==> config.mk <==
export PLATFORM = sky130hd
export DESIGN_NAME = regfile_mp
export DESIGN_NICKNAME = d
export VERILOG_FILES = /design/src/rtl/mips_pkg.sv /design/src/rtl/regfile_rdport.sv /design/src/rtl/regfile_mp.sv
export SDC_FILE = /design/constraint.sdc
export NUM_CORES = 2
export LEC_CHECK = 0
export ABC_CLOCK_PERIOD_IN_PS = 5900
export BUFFER_PORTS_ARGS = -buffer_cell sky130_fd_sc_hd__buf_2
export CAP_MARGIN = 0
export CORE_MARGIN = 5
export CORE_UTILIZATION = 30
export DETAILED_ROUTE_END_ITERATION = 8
export GPL_TIMING_DRIVEN = 0
export SLEW_MARGIN = 40
export SYNTH_ARGS = -nofsm -noshare
export SYNTH_HDL_FRONTEND = slang
export SYNTH_SLANG_ARGS = --single-unit
==> constraint.sdc <==
create_clock -name clock -period 5.9 [get_ports clock]
set_clock_uncertainty 0.15 [all_clocks]
set_input_delay 0.885 -clock clock [delete_from_list [all_inputs] [get_ports clock]]
set_output_delay 0.885 -clock clock [all_outputs]
set_load 0.05 [all_outputs]
==> src/rtl/mips_pkg.sv <==
// Shared register-file constants for the MIPS pipeline: default widths,
// the hardwired-zero index and well-known register names.
package mips_pkg;

    localparam int DATA_W_DEF = 32;
    localparam int ADDR_W_DEF = 5;
    localparam int DEPTH      = 2 ** ADDR_W_DEF;

    localparam int REG_ZERO = 0;
    localparam int REG_SP   = 29;
    localparam int REG_RA   = 31;

    function automatic int depth_of(input int addr_w);
        return 1 << addr_w;
    endfunction

endpackage

==> src/rtl/regfile_rdport.sv <==
// One registered read port: zero check, write-first bypass and the
// registered busy flag taken from the post-update pending vector.
module regfile_rdport
    import mips_pkg::*;
#(
    parameter int DATA_W = DATA_W_DEF,
    parameter int ADDR_W = ADDR_W_DEF,
    parameter int NREG   = DEPTH
) (
    input  logic              clock,
    input  logic              reset,
    input  logic [ADDR_W-1:0] rd_addr,
    input  logic [DATA_W-1:0] regs [NREG],
    input  logic [NREG-1:0]   pend_next,
    input  logic              we,
    input  logic [ADDR_W-1:0] wr_addr,
    input  logic [DATA_W-1:0] wr_data,
    output logic [DATA_W-1:0] rd_data,
    output logic              rd_busy
);

    logic rd_is_zero;
    logic bypass_hit;

    assign rd_is_zero = (rd_addr == ADDR_W'(REG_ZERO));
    assign bypass_hit = we && (wr_addr == rd_addr) && !rd_is_zero;

    always_ff @(posedge clock) begin
        if (reset) begin
            rd_data <= '0;
            rd_busy <= 1'b0;
        end else begin
            if (rd_is_zero)
                rd_data <= '0;
            else if (bypass_hit)
                rd_data <= wr_data;
            else
                rd_data <= regs[rd_addr];
            // pend_next[0] is never set, so address 0 reads as not busy
            rd_busy <= pend_next[rd_addr];
        end
    end

endmodule

==> src/rtl/regfile_mp.sv <==
// Multi-port register file: NUM_RD registered read ports, one write port,
// hardwired-zero r0 and a per-register pending-write scoreboard.
module regfile_mp
    import mips_pkg::*;
#(
    parameter int DATA_W = DATA_W_DEF,
    parameter int ADDR_W = ADDR_W_DEF,
    parameter int NUM_RD = 2
) (
    input  logic                     clock,
    input  logic                     reset,
    input  logic [NUM_RD*ADDR_W-1:0] rd_addr,
    output logic [NUM_RD*DATA_W-1:0] rd_data,
    output logic [NUM_RD-1:0]        rd_busy,
    input  logic                     we,
    input  logic [ADDR_W-1:0]        wr_addr,
    input  logic [DATA_W-1:0]        wr_data,
    input  logic                     rsv_en,
    input  logic [ADDR_W-1:0]        rsv_addr
);

    localparam int NREG = depth_of(ADDR_W);

    logic [DATA_W-1:0] regs [NREG];
    logic [NREG-1:0]   pending;
    logic [NREG-1:0]   pend_next;
    logic              wr_ok;
    logic              rsv_ok;

    assign wr_ok  = we && (wr_addr != ADDR_W'(REG_ZERO));
    assign rsv_ok = rsv_en && (rsv_addr != ADDR_W'(REG_ZERO));

    // Reserve is applied after the clear so a same-edge reserve wins.
    always_comb begin
        pend_next = pending;
        if (wr_ok)
            pend_next[wr_addr] = 1'b0;
        if (rsv_ok)
            pend_next[rsv_addr] = 1'b1;
    end

    always_ff @(posedge clock) begin
        if (reset) begin
            pending <= '0;
            for (int i = 0; i < NREG; i++)
                regs[i] <= '0;
        end else begin
            pending <= pend_next;
            if (wr_ok)
                regs[wr_addr] <= wr_data;
        end
    end

    for (genvar p = 0; p < NUM_RD; p++) begin : g_rdport
        regfile_rdport #(
            .DATA_W (DATA_W),
            .ADDR_W (ADDR_W),
            .NREG   (NREG)
        ) u_rdport (
            .clock     (clock),
            .reset     (reset),
            .rd_addr   (rd_addr[p*ADDR_W +: ADDR_W]),
            .regs      (regs),
            .pend_next (pend_next),
            .we        (we),
            .wr_addr   (wr_addr),
            .wr_data   (wr_data),
            .rd_data   (rd_data[p*DATA_W +: DATA_W]),
            .rd_busy   (rd_busy[p])
        );
    end

endmodule
== Word level (Yosys, flattened, before mapping) ==
Cells that the tools add are included.
Widths: inputs -> output; s select.

* Magnitude comparators: 10
* Equality and inequality tests: 2
* Muxes and demuxes: 21
* Bitwise logic cells: 6
* Reductions and logical operators: 17

{| class="wikitable"
|+ Operators by type and width
! cell !! count
|-
| $bwmux 1024 || 1
|-
| $bmux 32 s5 || 2
|-
| $mux 32 || 9
|-
| $demux 32 s5 || 1
|-
| $and 32x32->32 || 1
|-
| $not 32->32 || 1
|-
| $or 32x32->32 || 1
|-
| $lt 5x6->1 const B || 4
|-
| $ge 6x6->1 const B || 3
|-
| $not 5->6 || 3
|-
| $bmux 1 s5 || 2
|-
| $demux 1 s5 || 2
|-
| $eq 5x5->1 || 2
|-
| $ge 5x1->1 const B || 2
|-
| $logic_not 5->1 || 2
|-
| $reduce_bool 5->1 || 2
|-
| $logic_and 1x1->1 || 9
|-
| $lt 6x1->1 const B || 1
|-
| $mux 1 || 4
|-
| $reduce_or 2->1 || 2
|-
| $logic_not 1->1 || 2
|}

* Register bits after elaboration: 1122
* Bits of input ports: 56
* Output and inout port bits: 66

== Depth between registers and ports, before layout ==
* Depth after elaboration: 11
* Depth in mapped cells: 11

== Cells and area by module ==
From an unflattened synthesis, not the netlist that was laid out.

* Cells, all modules: 5580
* Area, all modules: 59015.4 µm²

{| class="wikitable"
|+ Modules (own cells, without submodules)
! module !! times used !! cells an instance !! area an instance (µm²) !! sequential area each (µm²)
|-
| regfile_mp || 1 || 3870 || 38625.8 || 21140.3
|-
| regfile_rdport || 2 || 855 || 10194.8 || 660.6
|}

== Least setup slack after synthesis ==
No wires, ideal clock.

* Path kind: input to register
* From: in rd_addr[1]
* To: reg g_rdport[0].u_rdport.rd_data[16]
* Arrival: 2.627 ns
* Data required time: 5.618 ns
* Path slack: 2.991 ns
* Cell stages on the path: 7
* Cells stage by stage: buf_2 -> buf_2 -> clkbuf_1 -> mux4_2 -> mux4_2 -> a211oi_1 -> nor3_1

* Word-level cells in the longest chain between the ends: 5

{| class="wikitable"
|+ RTL lines
! element !! line !! RTL
|-
| start, declared || regfile_mp.sv:12 || <nowiki>input logic [NUM_RD*ADDR_W-1:0] rd_addr,</nowiki>
|-
| $not 5->6 (implied by the code) || regfile_rdport.sv:38 || <nowiki>rd_data <= regs[rd_addr];</nowiki>
|-
| $bmux 32 s5 || regfile_rdport.sv:38 ||
|-
| $mux 32 (implied by the code) (2 in series) || regfile_rdport.sv:38 ||
|-
| $mux 32 || regfile_rdport.sv:35 || <nowiki>else if (bypass_hit)</nowiki>
|-
| end signal, assigned || regfile_rdport.sv:36 || <nowiki>rd_data <= wr_data;</nowiki>
|-
| end signal, assigned || regfile_rdport.sv:38 ||
|-
| end, declared || regfile_rdport.sv:18 || <nowiki>output logic [DATA_W-1:0] rd_data,</nowiki>
|}

Several ways; a longest one is shown, not always the timed one. The select of a mux whose other input is x is not followed.
A chain may end at the register's enable or synchronous reset.

== Final worst setup path ==
* From: in rd_addr[6]
* To: reg g_rdport[1].u_rdport.rd_data[14]

* Word-level cells in the longest chain between the ends: 5

{| class="wikitable"
|+ RTL lines
! element !! line
|-
| $not 5->6 (implied by the code) || regfile_rdport.sv:38
|-
| $bmux 32 s5 || regfile_rdport.sv:38
|-
| $mux 32 (implied by the code) (2 in series) || regfile_rdport.sv:38
|-
| $mux 32 || regfile_rdport.sv:35
|-
| end signal, assigned || regfile_rdport.sv:36
|-
| end signal, assigned || regfile_rdport.sv:38
|-
| end, declared || regfile_rdport.sv:18
|}

Several ways; a longest one is shown, not always the timed one. The select of a mux whose other input is x is not followed.

==> summary.txt <==
Global routing
  • Initial antenna violation count: 57
  • Vias in the first global route: 48797
  • Total track usage: 29.1%
  • GRT overflow: 0
  • First-pass GRT wire length: 395000 um
  • Largest net degree at the start of global routing: 17

Die
  • Die Ht: 441 um
  • Top-level I/O count: 122
  • Die W: 441 um
  • Initial Util: 30.1%
  • Core box area: 185000 um^2
  • Die ar.: 195000 um^2
  • Row cnt: 158

Power and ir drop
  • Pint: 12.8 mW
  • Net Sw Power: 4.89 mW
  • Combinational share of power: 10.0%
  • Clk pwr share: 46.6%
  • Sw Ratio: 27.6%
  • Leak Pwr: 20.5 nW
  • Sequential power share: 43.4%
  • Power per cell area: 276 nW/um^2
  • Peak VDD IR: 256 uV

Yosys
  • Synth Area per Inst: 9.12 um^2
  • Post-synthesis instance total: 6119
  • Register area share after synthesis: 40.2%
  • Syn Nets: 6175
  • EDFF count, synth: 0
  • Synth area leader: dfxtp_1
  • #FFs+latches synth: 1122
  • Async set-reset flop share out of synthesis: 0%
  • Netlist cell types: 69
  • Synth warnings: 0
  • Top-area cell type share of the netlist area: 40.2%
  • Ranking of synthesized cells by area: dfxtp_1, mux4_2, nand2_1
  • Most common cell in the netlist: nand2_1
  • Synth Cell Area: 55800 um^2
  • Commonest cells in the netlist: nand2_1, dfxtp_1, a21oi_1
  • Synth Flop Type: dfxtp_1

Placement
  • Placed cells: 8688
  • Hpwl dp: 229000 um
  • Gp weighted congestion: 1.09
  • PortBufs: 77

Finish
  • Fin nets: 6385
  • Register Area: 22500 um^2
  • Filler cells: 18963
  • Fin cells: 8939
  • Layout cells sized above 1: 18.3%
  • Area Overhead vs Synth: 14.9%
  • Multi-input logic area: 30600 um^2

Worst setup path
  • Worst path cell trace: buf_4 > buf_2 > inv_2 > buf_2 > clkbuf_1 > nand2_1 > a311oi_1 > a21oi_1 > a211oi_2
  • RR Startpoint: regs[666]
  • Worst Path Arrival: 4.53 ns
  • Crit. End Element: flop
  • Worst Path Required: 6.34 ns
  • R2r setup slk: 3.33 ns
  • Reg2Reg Depth: 6
  • CP delay by family, top: buffers and inverters
  • CP startpoint kind: input port
  • Worst-path fanout max: 10
  • Max incr delay on CP: 0.78 ns
  • Slowest stage cell, crit path: clkbuf_1
  • Critical R2R Capture: g_rdport[1].u_rdport.rd_data[26]
  • Worst Setup Path Type: input port to flop
  • Buf/Inv on CP: 5
  • Critical path's most frequent cell: buf_2
  • Crit path from: rd_addr[6]

CTS
  • TritonCTS Buffers: 119
  • Setup Buffers After CTS: 0
  • Clock Latency Late Sink: 0.80 ns
  • CTS tree: yes
  • H-tree levels: 3
  • Clock buffer depth: 3
  • Sink Count: 1122
  • Root buffer cell: clkbuf_16
  • Hold buffer count at cts: 0
  • CTS clock-pin slew for the worst setup and hold paths: 0.06 ns
  • Post-cts sizing count: 0

Route
  • Final WL: 293000 um
  • Final ANT Viol Nets: 0
  • DRT iter0 DRCs: 7880
  • Vias: 52994
  • DRC violations left: 0
  • TritonRoute pass-1 iters: 9
  • Via/cell ratio: 5.93
  • WL per Instance: 32.8 um

Worst hold path
  • Hold Crit Depth: 2
  • Hold Path End: regs[792]
  • Hold Crit Start: regs[792]
  • Worst min path class: flop to flop

STA
  • Period utilization: 69.3%
  • Slew HR: 29.6%
  • Setup TNS Final: 0 ns
  • Setup Viol. Count Final: 0
  • Final Critical Period: 4.09 ns
  • Unrepaired setup endpoints after global routing: no
  • Final Hold Fails: 0
  • Slew Viols, Final: 0
  • Slew at the pin closest to its max-slew limit: 1.06 ns
  • Fmax: 245 MHz

Job
  • Max-cap violations: 0

Outcome
  • Status: complete, no violations
-- worst max path at each step --
stage          slack (ns)                          endpoint  cells past startpoint
3_5_place_dp         1.29  g_rdport[1].u_rdport.rd_data[15]                      9
3_3_place_gp         0.74  g_rdport[1].u_rdport.rd_data[17]                      7
4_1_cts              2.10  g_rdport[1].u_rdport.rd_data[15]                      9
6_report             1.81  g_rdport[1].u_rdport.rd_data[14]                      9
5_1_grt              1.90  g_rdport[1].u_rdport.rd_data[14]                      9
2_1_floorplan        2.99  g_rdport[0].u_rdport.rd_data[16]                      7
-- cells in the final DEF, fill, tap and decap left out, types with 29 or more instances in the layout --
cell and instances:
buf_2 158, clkbuf_2 105, dfxtp_1 1122, buf_4 51
nor2_1 142, clkbuf_16 121, nand2_1 2104, mux4_2 596
a21oi_1 1043, clkbuf_1 434, clkbuf_8 29, nor2b_1 36
a211oi_1 97, mux2i_1 76
-- layer usage --
metal / part of all wire (%) / wire [um] / up-vias / global-route usage (%)
met2: 43 / 127000 / 4022 / 44.1
met5: 0.058 / 169 / - / 0
li1: - / - / 21867 / -
met3: 13 / 38500 / 990 / 10.1
met4: 8.9 / 26200 / 24 / 21.4
met1: 35 / 102000 / 26091 / 34.3
-- sequential cells by signal, summed over array words and instances (netlist names) --
signal / flops
regs: 1024
g_rdport.u_rdport.rd_data: 64
pending: 32
g_rdport.u_rdport.rd_busy: 2
-- stage by stage --
stage	hold WS, ns	power, mW	setup slack (ns)	util, %	area (um^2)
5_1_grt	0.330	18.0	1.90	34.6	64100
4_1_cts	0.315	17.6	2.10	34.6	64000
3_5_place_dp	0.307	9.54	1.29	32.3	59800
3_3_place_gp	0.298	9.51	0.739	32.0	59300
6_report	0.316	17.7	1.81	34.6	64100
2_1_floorplan	0.293	8.73	2.99	-	55800
-- tightest hold or removal path, stage by stage (launching register included) --
cell     delay, ns
dfxtp_1       0.32
nand2_1       0.05
a21oi_1       0.05
-- area by class of cell --
cell class                      count  area share, %
Antenna cell                       27          0.105
Buffer                            666           4.64
Clock buffer                      165           5.43
Clock inverter                     59           1.19
Inverter                           10         0.0586
Multi-Input combinational cell   4321           47.7
Sequential cell                  1122           35.0
Tap cell                         2480           4.84
Timing Repair Buffer               89          0.988
-- cell families (layout without fill, tap and decap cells) --
family	after synthesis	count (layout)	share of synthesized area (%)
xor gates and xnor gates	6	6	0.0942
and+or+nand+nor	2403	2403	16.9
other	0	27	0
DFF	1122	1122	40.2
muxes	672	672	25.4
AOI/OAI and AO/OA	1240	1240	12.1
buffers and inverters	676	989	5.19
-- power groups by stage --
stage | clock network [mW] | registers, mW | logic, mW
floorplan | 0 | 7.88 | 0.847
global placement | 0 | 7.85 | 1.66
detailed placement | 0 | 7.85 | 1.69
CTS | 8.24 | 7.68 | 1.69
global route | 8.53 | 7.69 | 1.76
finish | 8.24 | 7.68 | 1.77
Note: power is estimated with default switching activity, not from simulation.
